--- src/rtl/fp_addsub_sched.sv ---
// fp_addsub_sched: shares one combinational single-precision add/sub unit
// between two requesters.
//   clk, rst            : clock and asynchronous active-high reset
//   req_valid/req_ready : per-requester handshake (bit i = requester i)
//   req_a*/req_b*/req_op: operands and operation (1 = A+B, 0 = A-B)
//   rsp_*               : registered, tagged response with flags
//   op_count            : wrapping count of completed responses
// Also contains add_sub: combinational IEEE-754 adder, round-to-nearest-even,
// subnormal inputs treated as zero, tiny results flushed to signed zero.

module add_sub (
  input  logic [31:0] a,
  input  logic [31:0] b,
  input  logic        checkequation,
  output logic [31:0] result,
  output logic        overflow,
  output logic        underflow
);
  logic        a_nan, b_nan, a_inf, b_inf, sign_a, sign_b, swap;
  logic        sign_big, sign_small, sticky, norm_sticky, round_up;
  logic [7:0]  e_big, e_small, diff;
  logic [23:0] m_big, m_small, mant;
  logic [26:0] mx, my, lost_mask;
  logic [27:0] sum;
  logic [26:0] norm;
  logic [4:0]  lz;
  logic [24:0] rounded;
  logic signed [9:0] exp_n, exp_f;
  logic [22:0] frac_f;

  // Order operands by magnitude so the subtraction never goes negative,
  // then align, add, normalise and round with guard/round/sticky bits.
  always_comb begin
    a_nan  = (&a[30:23]) && (|a[22:0]);
    b_nan  = (&b[30:23]) && (|b[22:0]);
    a_inf  = (&a[30:23]) && !(|a[22:0]);
    b_inf  = (&b[30:23]) && !(|b[22:0]);
    sign_a = a[31];
    sign_b = b[31] ^ ~checkequation;
    swap   = (b[30:0] > a[30:0]);
    sign_big   = swap ? sign_b : sign_a;
    sign_small = swap ? sign_a : sign_b;
    e_big      = swap ? b[30:23] : a[30:23];
    e_small    = swap ? a[30:23] : b[30:23];
    m_big      = (e_big != 8'd0) ? {1'b1, (swap ? b[22:0] : a[22:0])} : 24'd0;
    m_small    = (e_small != 8'd0) ? {1'b1, (swap ? a[22:0] : b[22:0])} : 24'd0;
    diff = e_big - e_small;
    mx   = {m_big, 3'b000};
    lost_mask = 27'd0;
    if (diff >= 8'd27) begin
      sticky = |m_small;
      my     = {26'd0, sticky};
    end else begin
      lost_mask = ~({27{1'b1}} << diff[4:0]);
      sticky    = |({m_small, 3'b000} & lost_mask);
      my        = ({m_small, 3'b000} >> diff[4:0]) | {26'd0, sticky};
    end
    sum = (sign_big ^ sign_small) ? ({1'b0, mx} - {1'b0, my})
                                  : ({1'b0, mx} + {1'b0, my});
    lz = 5'd0;
    for (int i = 0; i < 27; i++) begin
      if (sum[i]) lz = 5'(26 - i);
    end
    if (sum[27]) begin
      norm        = sum[27:1];
      norm_sticky = sum[0];
      exp_n       = $signed({2'b00, e_big}) + 10'sd1;
    end else begin
      norm        = sum[26:0] << lz;
      norm_sticky = 1'b0;
      exp_n       = $signed({2'b00, e_big}) - $signed({5'b00000, lz});
    end
    mant     = norm[26:3];
    round_up = norm[2] & (norm[1] | norm[0] | norm_sticky | mant[0]);
    rounded  = {1'b0, mant} + {24'd0, round_up};
    // A rounding carry leaves the mantissa as 1.000..0 one exponent higher.
    if (rounded[24]) begin
      exp_f  = exp_n + 10'sd1;
      frac_f = rounded[23:1];
    end else begin
      exp_f  = exp_n;
      frac_f = rounded[22:0];
    end
    result    = 32'd0;
    overflow  = 1'b0;
    underflow = 1'b0;
    if (a_nan || b_nan) begin
      result = 32'h7FC0_0000;
    end else if (a_inf || b_inf) begin
      if (a_inf && b_inf && (sign_a != sign_b)) result = 32'h7FC0_0000;
      else result = {(a_inf ? sign_a : sign_b), 8'hFF, 23'd0};
    end else if (sum == 28'd0) begin
      result = 32'd0;
    end else if (exp_f >= 10'sd255) begin
      result   = {sign_big, 8'hFF, 23'd0};
      overflow = 1'b1;
    end else if (exp_f <= 10'sd0) begin
      result    = {sign_big, 31'd0};
      underflow = 1'b1;
    end else begin
      result = {sign_big, exp_f[7:0], frac_f};
    end
  end
endmodule

module fp_addsub_sched #(
  parameter int CNT_W = 16
) (
  input  logic             clk,
  input  logic             rst,
  input  logic [1:0]       req_valid,
  output logic [1:0]       req_ready,
  input  logic [31:0]      req_a0,
  input  logic [31:0]      req_b0,
  input  logic [31:0]      req_a1,
  input  logic [31:0]      req_b1,
  input  logic [1:0]       req_op,
  output logic             rsp_valid,
  input  logic             rsp_ready,
  output logic             rsp_id,
  output logic [31:0]      rsp_result,
  output logic             rsp_overflow,
  output logic             rsp_underflow,
  output logic             rsp_nan,
  output logic [CNT_W-1:0] op_count
);
  typedef enum logic [1:0] {IDLE, EXEC, RESP} state_t;
  state_t      state, next_state;
  logic        prio, grant, accept, lat_op, lat_id, lat_nan;
  logic [31:0] lat_a, lat_b, as_result;
  logic        as_overflow, as_underflow;

  add_sub u_add_sub (
    .a(lat_a), .b(lat_b), .checkequation(lat_op),
    .result(as_result), .overflow(as_overflow), .underflow(as_underflow)
  );

  assign lat_nan   = ((&lat_a[30:23]) && (|lat_a[22:0])) ||
                     ((&lat_b[30:23]) && (|lat_b[22:0]));
  assign accept    = |req_ready;
  assign rsp_valid = (state == RESP);

  always_ff @(posedge clk or posedge rst) begin
    if (rst) state <= IDLE;
    else     state <= next_state;
  end

  // Grant only in IDLE; prio breaks ties when both requesters are valid.
  always_comb begin
    next_state = state;
    grant      = 1'b0;
    req_ready  = 2'b00;
    case (state)
      IDLE: begin
        grant = (req_valid == 2'b11) ? prio : req_valid[1];
        if (req_valid[grant] && !rst) begin
          req_ready[grant] = 1'b1;
          next_state       = EXEC;
        end
      end
      EXEC: next_state = RESP;
      RESP: if (rsp_ready) next_state = IDLE;
      default: next_state = IDLE;
    endcase
  end

  always_ff @(posedge clk or posedge rst) begin
    if (rst) begin
      prio          <= 1'b0;
      lat_a         <= 32'd0;
      lat_b         <= 32'd0;
      lat_op        <= 1'b0;
      lat_id        <= 1'b0;
      rsp_id        <= 1'b0;
      rsp_result    <= 32'd0;
      rsp_overflow  <= 1'b0;
      rsp_underflow <= 1'b0;
      rsp_nan       <= 1'b0;
      op_count      <= '0;
    end else begin
      if (accept) begin
        lat_a  <= grant ? req_a1 : req_a0;
        lat_b  <= grant ? req_b1 : req_b0;
        lat_op <= req_op[grant];
        lat_id <= grant;
        prio   <= ~grant;
      end
      // Any NaN operand forces the canonical quiet NaN and masks the flags.
      if (state == EXEC) begin
        rsp_id        <= lat_id;
        rsp_result    <= lat_nan ? 32'h7FC0_0000 : as_result;
        rsp_overflow  <= lat_nan ? 1'b0 : as_overflow;
        rsp_underflow <= lat_nan ? 1'b0 : as_underflow;
        rsp_nan       <= lat_nan;
      end
      if ((state == RESP) && rsp_ready) op_count <= op_count + 1'b1;
    end
  end
endmodule

--- config.mk ---
export PLATFORM = sky130hd
export DESIGN_NAME = fp_addsub_sched
export DESIGN_NICKNAME = d
export VERILOG_FILES = /design/src/rtl/fp_addsub_sched.sv
export SDC_FILE = /design/constraint.sdc
export NUM_CORES = 1
export LEC_CHECK = 0
export CAP_MARGIN = 20
export CORE_MARGIN = 4
export CORE_UTILIZATION = 52
export DETAILED_ROUTE_END_ITERATION = 7
export PLACE_DENSITY_LB_ADDON = 0.25
export SYNTH_ARGS = -nofsm -noshare
export SYNTH_HDL_FRONTEND = slang
export SYNTH_SLANG_ARGS = --single-unit
--- constraint.sdc ---
create_clock -name clk -period 25.9 [get_ports clk]
set_input_delay 5.18 -clock clk [delete_from_list [all_inputs] [get_ports clk]]
set_output_delay 5.18 -clock clk [all_outputs]
set_load 0.01 [all_outputs]
==> flow_summary.rst, run 1 <==
.. list-table::
   :header-rows: 1

   * - Metric
     - Value
   * - Final wirelength
     - 71.6 mm
   * - Number of fill cells in the layout
     - 3035
   * - Maximum count of clock buffers along a single path
     - 2
   * - Category of the critical setup timing path
     - reg -> reg
   * - Number of sinks on the clock net
     - between 100 and 150
   * - RSZ-0062 raised after global routing
     - no
   * - Cell chosen for the clock root
     - sky130_fd_sc_hd__clkbuf_16
   * - Number of core rows
     - between 60 and 70
   * - Worst clock skew
     - roughly 16 ps
   * - Routed via count divided by cell count
     - ~7
   * - Unique cell type count in the Yosys netlist
     - about 120
   * - Die Width
     - 194 µm
   * - Initial antenna violation count
     - 0
   * - Detailed Place HPWL
     - between 50 and 60 mm
   * - Number of enable flip-flop cells after synthesis
     - 0
   * - DRT iter0 DRCs
     - about 2700
   * - Slew at the pin closest to its max-slew limit
     - 1170 ps
   * - GR Overflow Total
     - 0
   * - Max-cap violations
     - 0
   * - Wire length of the first global-routing pass
     - 111 mm
   * - Syn nets
     - approximately 2700
   * - Cells after synthesis
     - between 2000 and 2500
   * - Vias in the first global route
     - 19937
   * - Ant. Diodes
     - 0
   * - Number of port buffers
     - ~190
   * - Cells taking the most area after synthesis
     - sky130_fd_sc_hd__dfrtp_1 17%, sky130_fd_sc_hd__mux2i_1 7.0%, sky130_fd_sc_hd__nand2_1 6.5%
   * - GRT Overall Usage
     - 36.0%
   * - CTS Hold Buffers Added
     - 0
   * - Average size of a mapped cell
     - about 7.3 µm²
   * - Initial standard-cell utilization of the core
     - roughly 53%
   * - Highest Clock Rate
     - 65.9 MHz
   * - Post-synth top cells
     - 312 x sky130_fd_sc_hd__nand2_1, 197 x sky130_fd_sc_hd__nor2_1, 195 x sky130_fd_sc_hd__o21ai_0, 167 x sky130_fd_sc_hd__a21oi_1, 126 x sky130_fd_sc_hd__mux2i_1
   * - Maximum number of pins on one net before global-route repair
     - approximately 130
   * - DRC Markers
     - 0
   * - Area growth from synthesis to layout
     - 15.0%
   * - Library cell contributing the largest single delay on the critical path
     - sky130_fd_sc_hd__or4_1
   * - Boundary pin count
     - 190
   * - Synthesized area
     - 0.0180 mm²
   * - H-tree depth
     - 4
   * - Final design instance area without fill
     - around 0.021 mm²
   * - Final layout net count
     - 2779
   * - Count of buffers added by post-CTS timing repair for setup
     - 0
   * - Area share of the largest cell type after synthesis
     - ~17%
   * - TritonCTS clock tree
     - built
   * - Remaining number of nets flagged by the antenna check after routing
     - 0
   * - Required arrival time at the worst endpoint
     - ~26000 ps
   * - Crit path arrival time
     - 15540 ps
   * - Synth Register Bits
     - between 100 and 150
   * - Mean routed wirelength per cell
     - between 20 and 25 µm
   * - Drt pass-1 iters
     - 7
   * - Source-to-sink clock delay at the later pin of the worst-skew pair
     - ~430 ps
   * - Portion of the post-synthesis area used by sequential elements
     - 16.8%
   * - Hold crit path type
     - reg -> reg
   * - Final Critical Period
     - 15180 ps
   * - Core Footprint
     - about 0.034 mm²
   * - Proportion of layout cells with a drive suffix above 1
     - approximately 7.3%
   * - Async SR Flop Fraction
     - 100%
   * - DIE AREA
     - 0.0377 mm²
   * - Post-detailed-placement cell area
     - ~0.02 mm²
   * - Cell accounting for the most synthesized area
     - sky130_fd_sc_hd__dfrtp_1
   * - Endpoints failing hold
     - 0
   * - Quantity of gates resized following cts
     - 0
   * - Setup total negative slack
     - 0 ps
   * - Maximum fanout encountered on the critical timing path
     - 62
   * - Largest stage delay on the critical path
     - approximately 700 ps
   * - Number of warnings reported in the yosys synthesis log
     - 0
   * - Overall via count from detail_route
     - about 21000
   * - Clock buffer count from CTS
     - 17
   * - Portion of the clock cycle consumed by the worst path in the final layout
     - 58.6%
   * - Final setup violation count
     - 0
   * - DIE HEIGHT
     - 194 µm
   * - Final weighted congestion of routability-driven global placement
     - approximately 1.1
   * - Status
     - complete, no violations
   * - Ys flop type
     - sky130_fd_sc_hd__dfrtp_1
   * - Worst-path clk slew
     - ~60 ps
   * - Max-slew headroom at the worst pin
     - 21.2%
   * - Worst Setup Start Kind
     - flop
   * - Number of slew-limit violations in the final report
     - 0
   * - Most repeated cell in the gate-level netlist after synthesis
     - sky130_fd_sc_hd__nand2_1
   * - Kind of capture point of the worst setup path
     - flop
-- kinds of logic (layout without fill, tap and decap cells) --
group                      Yosys count  in the layout  synth area share, %
adders and majority gates           93             93                 6.54
and+or+nand+nor                    919            919                 25.0
DFF                                121            121                 16.8
buffers and inverters              260            363                 6.09
xor gates and xnor gates            86             86                 4.26
AOI/OAI and AO/OA                  823            823                 31.4
muxes                              159            159                 9.93
-- state kept, by name (all words and copies together), names as in the netlist --
| register | cells |
|---|---|
| lat_a | 32 |
| lat_b | 32 |
| lat_id | 1 |
| lat_op | 1 |
| op_count | 16 |
| prio | 1 |
| rsp_id | 1 |
| rsp_nan | 1 |
| rsp_overflow | 1 |
| rsp_result | 32 |
| rsp_underflow | 1 |
| state | 2 |
-- through the flow --
| stage | hold WS, ps | cells | worst slack [ps] | utilization (%) |
|---|---|---|---|---|
| floorplan | 439 | 2461 | 11990 | - |
| CTS | 484 | 3010 | 10990 | 61.0 |
| global placement | 454 | 2978 | 11480 | 59.3 |
| global route | 508 | 3012 | 9530 | 61.2 |
| detailed placement | 465 | 2978 | 11060 | 59.3 |
| finish | 483 | 3012 | 10720 | 61.2 |
-- placed cells by master, fill, tap and decap left out, types with 14 or more instances in the layout --
| cell type | n |
|---|---|
| sky130_fd_sc_hd__nor2_1 | 197 |
| sky130_fd_sc_hd__mux2i_1 | 126 |
| sky130_fd_sc_hd__nand2b_1 | 19 |
| sky130_fd_sc_hd__o21ai_1 | 17 |
| sky130_fd_sc_hd__ha_1 | 89 |
| sky130_fd_sc_hd__or3_1 | 16 |
| sky130_fd_sc_hd__a211oi_1 | 41 |
| sky130_fd_sc_hd__o21ai_0 | 195 |
| sky130_fd_sc_hd__o31ai_1 | 23 |
| sky130_fd_sc_hd__o22ai_1 | 19 |
| sky130_fd_sc_hd__mux4_2 | 14 |
| sky130_fd_sc_hd__nand3_1 | 103 |
| sky130_fd_sc_hd__xor2_1 | 32 |
| sky130_fd_sc_hd__nor2b_1 | 19 |
| sky130_fd_sc_hd__nor3_1 | 60 |
| sky130_fd_sc_hd__buf_4 | 30 |
| sky130_fd_sc_hd__a21o_1 | 42 |
| sky130_fd_sc_hd__a21oi_1 | 167 |
| sky130_fd_sc_hd__clkbuf_16 | 17 |
| sky130_fd_sc_hd__a211o_1 | 14 |
| sky130_fd_sc_hd__nor4_1 | 27 |
| sky130_fd_sc_hd__and2_1 | 24 |
| sky130_fd_sc_hd__a31oi_1 | 31 |
| sky130_fd_sc_hd__dfrtp_1 | 121 |
| sky130_fd_sc_hd__and3_1 | 26 |
| sky130_fd_sc_hd__nand4_1 | 37 |
| sky130_fd_sc_hd__clkdlybuf4s50_1 | 189 |
| sky130_fd_sc_hd__mux2_2 | 17 |
| sky130_fd_sc_hd__o211ai_1 | 31 |
| sky130_fd_sc_hd__a22o_1 | 14 |
| sky130_fd_sc_hd__o21a_1 | 17 |
| sky130_fd_sc_hd__xnor2_1 | 50 |
| sky130_fd_sc_hd__nand2_1 | 311 |
| sky130_fd_sc_hd__inv_1 | 104 |
-- metal layers --
metal	wire length [µm]	vias up	track usage, %
li1	-	9436	-
met1	27900	9775	46.2
met2	31900	1407	56.9
met3	7990	265	8.71
met4	3800	0	17.4
met5	0	-	0
-- final cells by class --
type                    count  area [µm²]  share of cell area, %
multi-input cells        2080       14000                   67.4
flip-flops and latches    121        3030                   14.6
repair buffers            221        2170                   10.5
well taps                 448         561                   2.70
clock buffers              18         429                   2.07
inverters                 110         415                   2.00
clock inverters            14         159                  0.767
-- worst max-delay path: cells and delay by family, from the launching register on --
| kind | cells | cell delay, ps |
|---|---|---|
| adders and majority gates | 5 | 1650 |
| xor gates and xnor gates | 3 | 840 |
| buffers and inverters | 6 | 2150 |
| DFF | 1 | 450 |
| and+or+nand+nor | 14 | 3390 |
| AOI/OAI and AO/OA | 27 | 6580 |
-- final timing paths --
kind | startpoint | endpoint | slack (ps) | depth (start not counted)
worst max-delay path | lat_b[23] | rsp_result[22] | 10720 | 55
worst min-delay path | rsp_result[11] | rsp_result[11] | 480 | 2
worst max register to register | lat_b[23] | rsp_result[22] | 10720 | 55
worst min register to register | rsp_result[11] | rsp_result[11] | 480 | 2
max in group asynchronous | rst | lat_a[9] | 19370 | 3
min in group asynchronous | rst | prio | 5270 | 2
Power of run 1 is not shown: default switching activity piles up to over one toggle a cycle in this logic, so the estimate is an artifact.
==> inputs of run 2 (changes only) <==
==> constraint.sdc (replaced) <==
create_clock -name clk -period 14.25 [get_ports clk]
set_input_delay 2.85 -clock clk [delete_from_list [all_inputs] [get_ports clk]]
set_output_delay 2.85 -clock clk [all_outputs]
set_load 0.01 [all_outputs]
==> run 2 against run 1 <==
Clock skew rose by 0.85 ps. Core utilization grew 0.49 points. Maximum frequency increased by 13%. Non-clock buffer count grew 25. Worst hold slack lost 3.4 ps. Setup slack got worse by 9900 ps. Cell area is 0.80% higher. Die area unchanged. Final cell count rose by 0.83%. Critical path type unchanged. Critical endpoint is now rsp_result[0]. Highest routed layer unchanged.
==> flow_summary.rst, run 2 (synthesized netlist as in run 1, its figures left out) <==
.. list-table::
   :header-rows: 1

   * - Metric
     - Value
   * - Cell depth of the worst flop-to-flop path
     - 41 (was 55)
   * - Capture point of the critical path
     - rsp_result[0] (was rsp_result[22])
   * - Endpoint of the most critical register-to-register path
     - rsp_result[0] (was rsp_result[22])
   * - CTS Hold Buffers Added
     - 0 (unchanged)
   * - Hold crit path type
     - reg -> reg (unchanged)
   * - Number of fill cells in the layout
     - 3020 (was 3035)
   * - Worst-path clk slew
     - 60 ps (about the same)
   * - Vias in the first global route
     - 19735 (was 19937)
   * - Overall via count from detail_route
     - 21137 (was 20883)
   * - Clock buffer count from CTS
     - 17 (unchanged)
   * - Proportion of layout cells with a drive suffix above 1
     - 8.34% (was 7.25%)
   * - Core Footprint
     - 0.0339 mm² (unchanged)
   * - GR Overflow Total
     - 0 (unchanged)
   * - Kind of capture point of the worst setup path
     - flop (unchanged)
   * - Crit Reg-Reg Startpoint
     - lat_a[2] (was lat_b[23])
   * - TritonCTS clock tree
     - built (unchanged)
   * - Initial antenna violation count
     - 0 (unchanged)
   * - Number of buffers and inverters on the critical path
     - 3 (was 6)
   * - Largest stage delay on the critical path
     - 810 ps (was 700 ps)
   * - DIE HEIGHT
     - 194 µm (unchanged)
   * - Final Critical Period
     - 13440 ps (was 15180 ps)
   * - Routed via count divided by cell count
     - 6.96 (was 6.93)
   * - Most common cell after layout, fill and taps aside
     - sky130_fd_sc_hd__nand2_1 (unchanged)
   * - Number of port buffers
     - 189 (unchanged)
   * - Max-slew headroom at the worst pin
     - 23.9% (was 21.2%)
   * - GRT Overall Usage
     - 36.9% (was 36.0%)
   * - Final layout net count
     - 2804 (was 2779)
   * - Library cell contributing the largest single delay on the critical path
     - sky130_fd_sc_hd__o21ai_2 (was sky130_fd_sc_hd__or4_1)
   * - Worst clock skew
     - 16.4 ps (was 15.5 ps)
   * - Maximum fanout encountered on the critical timing path
     - 24 (was 62)
   * - Max-cap violations
     - 0 (unchanged)
   * - Setup total negative slack
     - 0 ps (unchanged)
   * - Mean routed wirelength per cell
     - 24.3 µm (was 23.8 µm)
   * - Ant. Diodes
     - 0 (unchanged)
   * - DIE AREA
     - 0.0377 mm² (unchanged)
   * - Largest delay contributor family on the critical path
     - simple AND/OR/NAND/NOR gates (was compound AO/OA/AOI/OAI gates)
   * - Number of core rows
     - 67 (unchanged)
   * - H-tree depth
     - 4 (unchanged)
   * - RSZ-0062 raised after global routing
     - no (unchanged)
   * - Area growth from synthesis to layout
     - 15.9% (was 15.0%)
   * - DRC Markers
     - 0 (unchanged)
   * - Final wirelength
     - 73.7 mm (was 71.6 mm)
   * - Endpoints failing hold
     - 0 (unchanged)
   * - Number of slew-limit violations in the final report
     - 0 (unchanged)
   * - Portion of the clock cycle consumed by the worst path in the final layout
     - 94.3% (was 58.6%)
   * - Required arrival time at the worst endpoint
     - 14610 ps (was 26260 ps)
   * - Drt pass-1 iters
     - 6 (was 7)
   * - Most numerous cell on the critical path
     - sky130_fd_sc_hd__nand2_1
   * - Remaining number of nets flagged by the antenna check after routing
     - 0 (unchanged)
   * - Maximum count of clock buffers along a single path
     - 2 (unchanged)
   * - Slew at the pin closest to its max-slew limit
     - 1140 ps (was 1170 ps)
   * - Category of the critical setup timing path
     - reg -> reg (unchanged)
   * - Final setup violation count
     - 0 (unchanged)
   * - Flop-to-flop setup slack
     - 810 ps (was 10720 ps)
   * - Worst Setup Start Kind
     - flop (unchanged)
   * - Maximum number of pins on one net before global-route repair
     - 134 (unchanged)
   * - Number of sinks on the clock net
     - 121 (unchanged)
   * - Die Width
     - 194 µm (unchanged)
   * - Detailed Place HPWL
     - 56.7 mm (was 55.1 mm)
   * - Registers with the most flip-flops
     - lat_a: 32 flops, lat_b: 32 flops, rsp_result: 32 flops (unchanged)
   * - Boundary pin count
     - 190 (unchanged)
   * - Source-to-sink clock delay at the later pin of the worst-skew pair
     - 430 ps (about the same)
   * - DRT iter0 DRCs
     - 2815 (was 2707)
   * - Final weighted congestion of routability-driven global placement
     - 1.08 (was 1.07)
   * - Cell chosen for the clock root
     - sky130_fd_sc_hd__clkbuf_16 (unchanged)
   * - Highest Clock Rate
     - 74.4 MHz (was 65.9 MHz)
   * - Commonest non-fill, non-tap cells in the layout
     - 311 x sky130_fd_sc_hd__nand2_1, 197 x sky130_fd_sc_hd__nor2_1, 195 x sky130_fd_sc_hd__o21ai_0 (unchanged)
   * - Wire length of the first global-routing pass
     - 113 mm (was 111 mm)
   * - Initial standard-cell utilization of the core
     - 53.2% (unchanged)
   * - Worst setup path startpoint
     - lat_a[2] (was lat_b[23])
   * - Status
     - complete, no violations (unchanged)
   * - Crit path arrival time
     - 13800 ps (was 15540 ps)
   * - Logic depth of the worst path, buffers included
     - 41 (was 55)
   * - Final core utilization
     - 61.7% (was 61.2%)
run 2: how the worst min path moves through the flow:
stage | startpoint | endpoint | slack [ps] | cells past startpoint
after global placement | lat_id | rsp_id | 460 | 2
after global routing | lat_id | lat_id | 500 | 1
final | lat_id | rsp_id | 480 | 2
after detailed placement | lat_id | rsp_id | 470 | 2
after CTS | lat_id | rsp_id | 480 | 2
after floorplan | lat_id | rsp_id | 440 | 2
run 2: worst min-delay path, delay by kind of cell, from the launching register on:
| family | cells | cell delay, ps |
|---|---|---|
| and+or+nand+nor | 2 | 100 |
| DFF | 1 | 350 |
run 2: final cells by class:
cell class | count | area, µm² | share of cell area [%]
Clock inverter | 13 | 134 | 0.641
Tap cell | 448 | 561 | 2.68
Timing Repair Buffer | 246 | 2320 | 11.1
Clock buffer | 19 | 443 | 2.12
Multi-Input combinational cell | 2080 | 14000 | 66.9
Inverter | 110 | 415 | 1.99
Sequential cell | 121 | 3030 | 14.5
run 2: repair_timing:
action	in CTS	in global routing
buffers inserted	0	0
gates resized for setup	0	8
setup endpoints to repair	0	31
run 2: through the flow:
step,setup slack [ps],cells,hold slack (ps),area [µm²]
after global routing,89.5,3037,500,20900
after floorplan,339,2461,439,18000
after CTS,884,3035,482,20800
after detailed placement,957,3003,466,20300
after global placement,1160,3003,459,20300
final,812,3037,480,20900
run 2: layer usage:
metal  wire, µm  vias up  track usage, %  part of all wire (%)
li1           -     9476               -                     -
met1      28800     9859            48.6                    39
met2      32100     1508            57.1                    44
met3       8460      294            8.39                    11
met4       4340        0            18.7                   5.9
met5          0        -               0                     0
Power of run 2 is left out for the same reason.
